File: config.mk
export PLATFORM = sky130hd
export DESIGN_NAME = mem_access_stage
export DESIGN_NICKNAME = d
export VERILOG_FILES = /design/src/rtl/mem_access_stage_pkg.sv /design/src/rtl/mem_access_stage_load_align.sv /design/src/rtl/mem_access_stage.sv
export SDC_FILE = /design/constraint.sdc
export NUM_CORES = 1
export LEC_CHECK = 0
export BUFFER_PORTS_ARGS = -buffer_cell sky130_fd_sc_hd__buf_2
export CORE_MARGIN = 2
export CORE_UTILIZATION = 25
export DETAILED_ROUTE_END_ITERATION = 10
export SLEW_MARGIN = 20
export SYNTH_ARGS = -nofsm -noshare
export SYNTH_HDL_FRONTEND = slang
export SYNTH_SLANG_ARGS = --single-unit
export TNS_END_PERCENT = 20
File: constraint.sdc
create_clock -name clock -period 3.4 [get_ports clock]
set_clock_uncertainty 0.15 [all_clocks]
set_input_delay 0.17 -clock clock [delete_from_list [all_inputs] [get_ports clock]]
set_output_delay 0.17 -clock clock [all_outputs]
set_load 0.01 [all_outputs]
File: src/rtl/mem_access_stage_pkg.sv
// Shared MEM-stage definitions: memory opcodes, FSM states and opcode classification.
// Big-endian bit i of a W-bit bus maps to index [W-1-i] throughout.
package mem_access_stage_pkg;

  localparam logic [5:0] OP_LW  = 6'b100011;
  localparam logic [5:0] OP_LB  = 6'b100000;
  localparam logic [5:0] OP_LBU = 6'b100100;
  localparam logic [5:0] OP_SW  = 6'b101011;
  localparam logic [5:0] OP_SB  = 6'b101000;

  typedef enum logic [1:0] {
    IDLE = 2'd0,
    REQ  = 2'd1,
    RESP = 2'd2
  } state_t;

  function automatic logic is_mem_op(input logic [5:0] op);
    return (op == OP_LW) || (op == OP_LB) || (op == OP_LBU) ||
           (op == OP_SW) || (op == OP_SB);
  endfunction

endpackage

File: src/rtl/mem_access_stage_load_align.sv
// Selects one byte lane of a loaded word and sign- or zero-extends it.
// Lane 0 is the most significant byte (big-endian).
module load_align (
  input  logic [31:0] rdata,
  input  logic [1:0]  lane,
  input  logic        is_signed,
  output logic [31:0] result
);

  logic [7:0] lane_byte;

  always_comb begin
    lane_byte = rdata[31:24];
    case (lane)
      2'd0:    lane_byte = rdata[31:24];
      2'd1:    lane_byte = rdata[23:16];
      2'd2:    lane_byte = rdata[15:8];
      default: lane_byte = rdata[7:0];
    endcase
    result = {{24{is_signed & lane_byte[7]}}, lane_byte};
  end

endmodule

File: src/rtl/mem_access_stage.sv
// MEM pipeline stage: request/grant/response data-memory handshake for LW/LB/LBU/SW/SB,
// load byte alignment, writeback pulse, upstream stall and access timeout.
module mem_access_stage
  import mem_access_stage_pkg::*;
#(
  parameter int TIMEOUT_CYCLES = 64,
  parameter int CNT_W          = 7
) (
  input  logic        clock,
  input  logic        reset,
  input  logic        valid_mem,
  input  logic [31:0] insn,
  input  logic [31:0] alu_result,
  input  logic [31:0] store_data,
  output logic        stall,
  output logic [31:0] wb_data,
  output logic        wb_valid,
  output logic        mem_err,
  output logic        dmem_req,
  output logic        dmem_we,
  output logic [31:0] dmem_addr,
  output logic [3:0]  dmem_be,
  output logic [31:0] dmem_wdata,
  input  logic        dmem_gnt,
  input  logic        dmem_rvalid,
  input  logic [31:0] dmem_rdata
);

  state_t           state_q, state_d;
  logic [CNT_W-1:0] count_q;
  logic [5:0]       opcode;
  logic             is_mem, is_load_op, is_word_op, misaligned, start, timeout;
  logic             signed_q, word_q;
  logic [1:0]       lane_q;
  logic [31:0]      aligned;

  assign opcode     = insn[31:26];
  assign is_mem     = is_mem_op(opcode);
  assign is_load_op = (opcode == OP_LW) || (opcode == OP_LB) || (opcode == OP_LBU);
  assign is_word_op = (opcode == OP_LW) || (opcode == OP_SW);
  assign misaligned = is_word_op && (alu_result[1:0] != 2'b00);
  assign start      = valid_mem && is_mem && !misaligned;
  assign timeout    = (count_q == CNT_W'(TIMEOUT_CYCLES - 1));

  load_align u_load_align (
    .rdata     (dmem_rdata),
    .lane      (lane_q),
    .is_signed (signed_q),
    .result    (aligned)
  );

  // Stall is forced low during reset so every output reads zero while it is held.
  always_comb begin
    state_d  = state_q;
    stall    = 1'b0;
    dmem_req = 1'b0;
    case (state_q)
      IDLE: begin
        if (start) begin
          stall   = 1'b1;
          state_d = REQ;
        end
      end
      REQ: begin
        dmem_req = 1'b1;
        stall    = !(dmem_gnt && dmem_we);
        if (dmem_gnt)     state_d = dmem_we ? IDLE : RESP;
        else if (timeout) state_d = IDLE;
      end
      RESP: begin
        stall = !dmem_rvalid && !timeout;
        if (dmem_rvalid || timeout) state_d = IDLE;
      end
      default: state_d = IDLE;
    endcase
    if (reset) stall = 1'b0;
  end

  // Timeout counter restarts on every entry to REQ because IDLE always clears it.
  always_ff @(posedge clock or posedge reset) begin
    if (reset) begin
      state_q <= IDLE;
      count_q <= '0;
    end else begin
      state_q <= state_d;
      count_q <= (state_q == IDLE) ? '0 : count_q + 1'b1;
    end
  end

  always_ff @(posedge clock or posedge reset) begin
    if (reset) begin
      wb_data    <= '0;
      wb_valid   <= 1'b0;
      mem_err    <= 1'b0;
      dmem_we    <= 1'b0;
      dmem_addr  <= '0;
      dmem_be    <= '0;
      dmem_wdata <= '0;
      signed_q   <= 1'b0;
      word_q     <= 1'b0;
      lane_q     <= '0;
    end else begin
      wb_valid <= 1'b0;
      mem_err  <= 1'b0;
      case (state_q)
        IDLE: begin
          if (valid_mem) begin
            if (!is_mem) begin
              wb_data  <= alu_result;
              wb_valid <= 1'b1;
            end else if (misaligned) begin
              mem_err <= 1'b1;
              if (is_load_op) begin
                wb_valid <= 1'b1;
                wb_data  <= '0;
              end
            end else begin
              dmem_addr  <= {alu_result[31:2], 2'b00};
              dmem_we    <= !is_load_op;
              dmem_be    <= is_word_op ? 4'b1111 : (4'b1000 >> alu_result[1:0]);
              dmem_wdata <= is_word_op ? store_data : {4{store_data[7:0]}};
              signed_q   <= (opcode == OP_LB);
              word_q     <= is_word_op;
              lane_q     <= alu_result[1:0];
            end
          end
        end
        REQ: begin
          if (!dmem_gnt && timeout) begin
            mem_err <= 1'b1;
            if (!dmem_we) begin
              wb_valid <= 1'b1;
              wb_data  <= '0;
            end
          end
        end
        RESP: begin
          if (dmem_rvalid) begin
            wb_data  <= word_q ? dmem_rdata : aligned;
            wb_valid <= 1'b1;
          end else if (timeout) begin
            mem_err  <= 1'b1;
            wb_valid <= 1'b1;
            wb_data  <= '0;
          end
        end
        default: ;
      endcase
    end
  end

endmodule

==> metrics.yaml, run 1 <==
dr.first_iter.drc_count: 228
cell_types_occupying_the_most_area_after_synthesis: "dfrtp_1 (51%), mux2_2 (8.3%), a21oi_1 (7.0%)"
min_delay_worst_endpoint: "wb_data[0]$_DFFE_PP0P_"
critPathSlowestCell: "ha_1"
drt_wl_total_um: 17400
synthCells: 506
seq_power_share_pct: 33.6
antenna_violations_before_repair: 1
setup.worst_path.class: "reg -> out"
design.final.nets: 914
total_congestion_overflow: 0
areal_power_density_over_the_cells_mw_per_mm2: 850
clk_pin_slew_worst_paths_ps: 60
timing.hold.worst.class: "in -> reg"
min_from: "dmem_rdata[0]"
leakage_nw: 3.84
root_buffer: "clkbuf_16"
cts_max_level: 4
critPathLaunchType: "flip-flop"
layout-drive-gt1-share_pct: 39.9
path_cells: "inv_1 > ha_1 > nand2_1 > nor3b_4 > buf_4 > a221oi_1 > nor3_1 > buf_2"
post_synth_cell_types: 50
fp.dieArea_mm2: 0.0234
final_setup_violation_count: 0
avgRoutedWirePerCell_um: 16.2
post_drt_via_cell_ratio: 4.59
clock_tree_from_tritoncts: "built"
gr-usage-all-layers_pct: 15.0
run_status: "completed"
grt_max_degree: 84
number_of_global_route_vias_before_repair: 5009
netSwitchingPower_mw: 2.39
arrival_time_at_the_worst_endpoint_ps: 2580
r2r-end: "dmem_we$_DFFE_PP0P_"
sw_frac_of_total_pct: 34.5
power.ir.vdd_worst_mv: 0.309
numClockSinks: 114
synth_flop_cell: "dfrtp_1"
grt_pass1_wl_um: 27800
end_kind: "output pin"
power.share.combinational_pct: 41.1
finalHoldViolCount: 0
clock_power_share_pct: 25.3
dp.final_hpwl_um: 12100
antenna_violating_nets_post_route: 0
floorplan.core_area_mm2: 0.0218
post_cts_resized: 0
synthDominantAreaCellType: "dfrtp_1"
layout_min_cycle_time_ps: 2900
grt_setup_unrepaired: "false"
clk-insertion-delay-late_ps: 410
rr_worst_depth: 8
syn-cell-area_mm2: 0.00554
floorplan.rows: 54
avgSynthCellArea_um2: 11.0
drc: 0
hold_depth: 4
fin_setup_tns_ps: 0
p_int_mw: 4.53
first_pass_detailed_route_iteration_total: 5
clock_path_buffers: 2
die_x_um: 153
maxClockFrequency_ghz: 0.345
reg2reg_from: "state_q[1]$_DFFE_PP0P_"
globalplace.congestion: 0.766
synthMostInstantiatedCell: "dfrtp_1"
worstMarginPinSlew_ps: 916
synth_warnings: 0
post_synthesis_sequential_element_count: 114
cts_inserted_buffers: 17
via_count: 4902
synth-seq-area-share_pct: 51.5
synth_async_sr_flop_share_pct: 100
max_cap_viol_count: 0
placement.io_buffers: 209
proportion_of_netlist_area_held_by_the_largest_area_contributor_pct: 51.5
timing.critical_path.required_ps: 3080
fin_crit_sh_pct: 85.3
yosys-top-cells-count: "dfrtp_1 (114), a21oi_1 (77), nand2_1 (45)"
rrSetupSlack_ps: 520
design_power_total_mw: 6.92
syn_to_final_growth_pct: 47.0
slew_headroom_pct: 38.9
boundaryPins: 238
worstPathMaxFanout: 12
count_of_flip_flops_with_a_built_in_enable_after_synthesis: 0
slew_viol_final: 0
fp.dieH_um: 153
initial_core_util_pct: 25.4
crit_path_max_incr_delay_ps: 480
## state kept, by name (all words and copies together) (netlist names)
name and count:
mem_err 1, state_q 2, dmem_addr 30, wb_valid 1
word_q 1, lane_q 2, dmem_be 4, signed_q 1
dmem_we 1, dmem_wdata 32, count_q 7, wb_data 32
## final cells by class
class | count | area (um^2)
Multi-Input combinational cell | 350 | 2510
Sequential cell | 114 | 2850
Inverter | 7 | 28.8
Antenna cell | 2 | 5.00
Clock buffer | 24 | 482
Timing Repair Buffer | 286 | 1830
Fill cell | 2162 | 13700
Clock inverter | 6 | 80.1
Tap cell | 280 | 350
## what timing repair did
action                    CTS  global route
hold buffers               69             0
buffers inserted            0             0
hold endpoints to repair  149             0
## how the worst max path moves through the flow
stage	start	to	slack, ps	depth (start not counted)
finish	state_q[1]$_DFFE_PP0P_	stall	500	8
global placement	insn[27]	dmem_addr[25]$_DFFE_PP0P_	680	6
CTS	state_q[1]$_DFFE_PP0P_	stall	460	8
floorplan	reset	count_q[0]$_DFF_PP0_	60	1
detailed placement	insn[27]	dmem_addr[23]$_DFFE_PP0P_	680	6
global route	state_q[1]$_DFFE_PP0P_	dmem_we$_DFFE_PP0P_	270	8
## cells by family (layout without fill, tap and decap cells)
kind of cell    Yosys count  after routing  share of synthesized area (%)
xor+xnor                  7              7                           1.11
flops                   114            114                           51.5
buf+inv                  43            323                           3.72
simple gates            116            116                           9.84
compound gates          138            138                           14.5
mux                      82             82                           18.2
other cells               1              4                         0.0676
fa+ha+maj                 5              5                           1.13
## cell usage in the layout, fill, tap and decap left out, types with 2 or more instances in the layout
| cell type | netlist | layout |
|---|---|---|
| buf_4 | 3 | 5 |
| nor2_1 | 38 | 37 |
| and3_1 | 2 | 2 |
| mux2i_1 | 2 | 2 |
| conb_1 | 1 | 2 |
| buf_2 | 9 | 209 |
| mux2_4 | 20 | 20 |
| clkinv_2 | 0 | 4 |
| o21a_1 | 2 | 2 |
| mux2_1 | 18 | 18 |
| buf_12 | 0 | 3 |
| nand2_1 | 45 | 45 |
| nand3_1 | 3 | 3 |
| clkbuf_16 | 0 | 17 |
| ha_1 | 5 | 5 |
| bufinv_16 | 0 | 2 |
| inv_1 | 7 | 6 |
| xnor2_1 | 4 | 4 |
| diode_2 | 0 | 2 |
| xor2_1 | 3 | 3 |
| nor4_1 | 2 | 2 |
| a21oi_1 | 77 | 77 |
| o22a_1 | 8 | 8 |
| clkbuf_8 | 0 | 3 |
| nor2b_1 | 10 | 10 |
| nand2b_1 | 2 | 2 |
| mux2_2 | 41 | 41 |
| clkbuf_1 | 19 | 4 |
| o221ai_1 | 7 | 7 |
| nand3b_1 | 2 | 2 |
| dfrtp_1 | 114 | 114 |
| dlygate4sd3_1 | 0 | 69 |
| nor3_1 | 3 | 3 |
| a22o_1 | 2 | 2 |
| o21ai_0 | 31 | 31 |
## worst max-delay path: cells and delay by family, from the launching register on
kind,cells,cell delay (ps)
flip-flops,1,400
buffers and inverters,3,520
AND/OR/NAND/NOR,3,670
AO/OA/AOI/OAI,1,80
adder cells (fa/ha/maj),1,480
## metal layers
metal	part of all wire (%)	vias to the layer above	GRT usage, %
met3	6.5	13	4.28
met4	0.87	0	4.28
met5	0	-	0
met1	46	2375	19.7
met2	47	181	24.2
li1	-	2333	-
## per-stage QoR
step	cells	util (%)	hold slack [ps]	setup WS (ps)	instance area [um^2]
after CTS	1067	37.3	0.793	457	8140
after global routing	1068	37.3	27.9	271	8150
final	1069	37.3	18.6	500	8150
after global placement	968	31.6	192	683	6890
after detailed placement	968	31.6	205	677	6890
after floorplan	507	-	155	64.3	5550
## power by group through the flow
stage | clock (mW) | combinational (mW) | sequential [mW]
floorplan | 0 | 1.50 | 2.59
global placement | 0 | 2.79 | 2.32
detailed placement | 0 | 2.82 | 2.33
CTS | 1.80 | 2.89 | 2.32
global route | 1.87 | 3.10 | 2.42
finish | 1.75 | 2.84 | 2.33
(Power assumes the default switching activity.)
==> run 2, diff against run 1 <==
BUFFER_PORTS_ARGS = unset   (was -buffer_cell sky130_fd_sc_hd__buf_2)
CORE_MARGIN = 8   (was 2)
DONT_BUFFER_PORTS = 1   (was unset)
GPL_TIMING_DRIVEN = 0   (was unset)
==> metrics.yaml, run 2 (synthesis gave the netlist of run 1 again) <==
run_status: "completed"
antenna_violating_nets_post_route: 0  # unchanged
timing.final.ws_setup_ps: 449  # -51.2 ps
die_x_um: 165  # +7.8%
slew_headroom_pct: 46.1  # +7.1 points
gr-usage-all-layers_pct: 15.0  # +0.030 points
boundaryPins: 238  # unchanged
placed_cells: 789  # -18%
grt_use_met2_pct: 25.3  # +1.1 points
post-place-ws_ps: 681  # +3.76 ps
layout_common_cells: "dfrtp_1 (114), dlygate4sd3_1 (96), a21oi_1 (77)"
syn_to_final_growth_pct: 36.3
globalRouteMet1Util_pct: 17.5  # -2.2 points
largestRegisters: "dmem_wdata x32, wb_data x32, dmem_addr x30"
timing.hold.worst.class: "in -> reg"
number_of_global_route_vias_before_repair: 4802  # -4.1%
critPathSlowestCell: "dfrtp_1"
power.ir.vdd_worst_mv: 0.293  # -5.4%
grt_setup_unrepaired: "false"
end_kind: "output pin"
layout_commonest_cell: "dfrtp_1"
crit_path_max_incr_delay_ps: 400  # -80 ps
fp.dieH_um: 165  # +7.8%
final.hold.worst_slack_ps: 15.6  # -2.97 ps
layout-drive-gt1-share_pct: 17.9  # -22 points
slew_viol_final: 0  # unchanged
grt_max_degree: 62  # -26%
clock_tree_from_tritoncts: "built"
post_cts_resized: 0  # unchanged
first_pass_detailed_route_iteration_total: 5  # unchanged
floorplan.core_area_mm2: 0.0218  # unchanged
worstMarginPinSlew_ps: 806  # -110 ps
cpLargestDelayFamily: "buffers and inverters"
timing.critical_path.required_ps: 3080  # about the same
arrival_time_at_the_worst_endpoint_ps: 2630  # +50 ps
clock_path_buffers: 2  # unchanged
fp.dieArea_mm2: 0.0272  # +16%
antenna_violations_before_repair: 0  # -1
drt_wl_total_um: 20500  # +18%
design.final.nets: 762  # -17%
critPathLaunchType: "flip-flop"
grtUsageMet3_pct: 6.11  # +1.8 points
drc: 0  # unchanged
post-route-util_pct: 34.6  # -2.7 points
dp.final_hpwl_um: 14900  # +23%
post_drt_via_cell_ratio: 4.80  # +4.8%
globalplace.congestion: 0.778  # +1.5%
insertedDiodeCount: 0  # -2
via_count: 4406  # -10%
leakage_nw: 3.21  # -16%
timing.critical_path.mode_cell: "buf_2"
final_cells: 917  # -14%
worstPathMaxFanout: 10  # -2
path_buf_inv: 3  # unchanged
layout_min_cycle_time_ps: 2950  # +51.2 ps
floorplan.rows: 54  # unchanged
grt.busiest_layer: "met2"
finalHoldViolCount: 0  # unchanged
postCtsSetupRepairBufs: 0  # unchanged
dr.first_iter.drc_count: 296  # +30%
clk_pin_slew_worst_paths_ps: 60  # about the same
maxClockFrequency_ghz: 0.339  # -1.7%
setup.worst_path.class: "reg -> out"
numClockSinks: 114  # unchanged
final_setup_violation_count: 0  # unchanged
fin_crit_sh_pct: 86.8  # +1.5 points
cts_max_level: 4  # unchanged
avgRoutedWirePerCell_um: 22.4  # +38%
grt_pass1_wl_um: 30300  # +9.1%
total_congestion_overflow: 0  # unchanged
max_cap_viol_count: 0  # unchanged
clk-insertion-delay-late_ps: 410  # about the same
areal_power_density_over_the_cells_mw_per_mm2: 903  # +6.3%
placement.io_buffers: 0  # -100%
initial_core_util_pct: 25.4  # unchanged
root_buffer: "clkbuf_16"
path_cells: "inv_1 > ha_1 > nand2_1 > nor3b_2 > buf_2 > buf_2 > a221oi_1 > nor3_1"
cts_inserted_buffers: 17  # unchanged
## run 2: power breakdown
part           internal [mW]  switching, mW
clock network           1.39          0.647
registers               1.99          0.797
logic                   1.03          0.962
## run 2: worst min-delay path: stages
cell,delay (ps)
a21oi_1,70
o21ai_0,160
mux2_4,140
## run 2: repair_timing
item / CTS / global route
endpoints found under the hold margin: 213 / 0
hold buffers: 96 / 0
setup endpoints to repair: 0 / 0
## run 2: layout make-up
class / count / area, um^2
well taps: 280 / 350
clock inverters: 10 / 205
flip-flops and latches: 114 / 2850
clock buffers: 22 / 454
plain buffers: 36 / 180
repair buffers: 98 / 993
inverters: 7 / 31.3
fillers: 2148 / 14300
multi-input cells: 350 / 2490
## run 2: metrics by stage
step	cell area (um^2)	total power, mW	setup TNS (ps)
final	7560	6.82	0
after floorplan	5550	4.09	0
after CTS	7560	6.90	0
after global placement	5900	4.65	-159720
after global routing	7560	7.23	0
after detailed placement	5940	4.70	0
## run 2: worst paths after layout
kind	from	to	slack (ps)	depth (start not counted)
max	state_q[1]$_DFFE_PP0P_	stall	450	8
max reg2reg	state_q[1]$_DFFE_PP0P_	dmem_we$_DFFE_PP0P_	660	9
min	dmem_rdata[19]	wb_data[19]$_DFFE_PP0P_	20	3
min in group asynchronous	reset	wb_data[4]$_DFFE_PP0P_	150	2
min reg2reg	count_q[0]$_DFF_PP0_	count_q[0]$_DFF_PP0_	300	1
max in group asynchronous	reset	dmem_addr[19]$_DFFE_PP0P_	2240	3
## run 2: metal layers
layer,vias up,part of all wire (%)
met5,-,0
met4,0,0.73
met3,11,10
met2,191,48
met1,2185,41
li1,2019,-
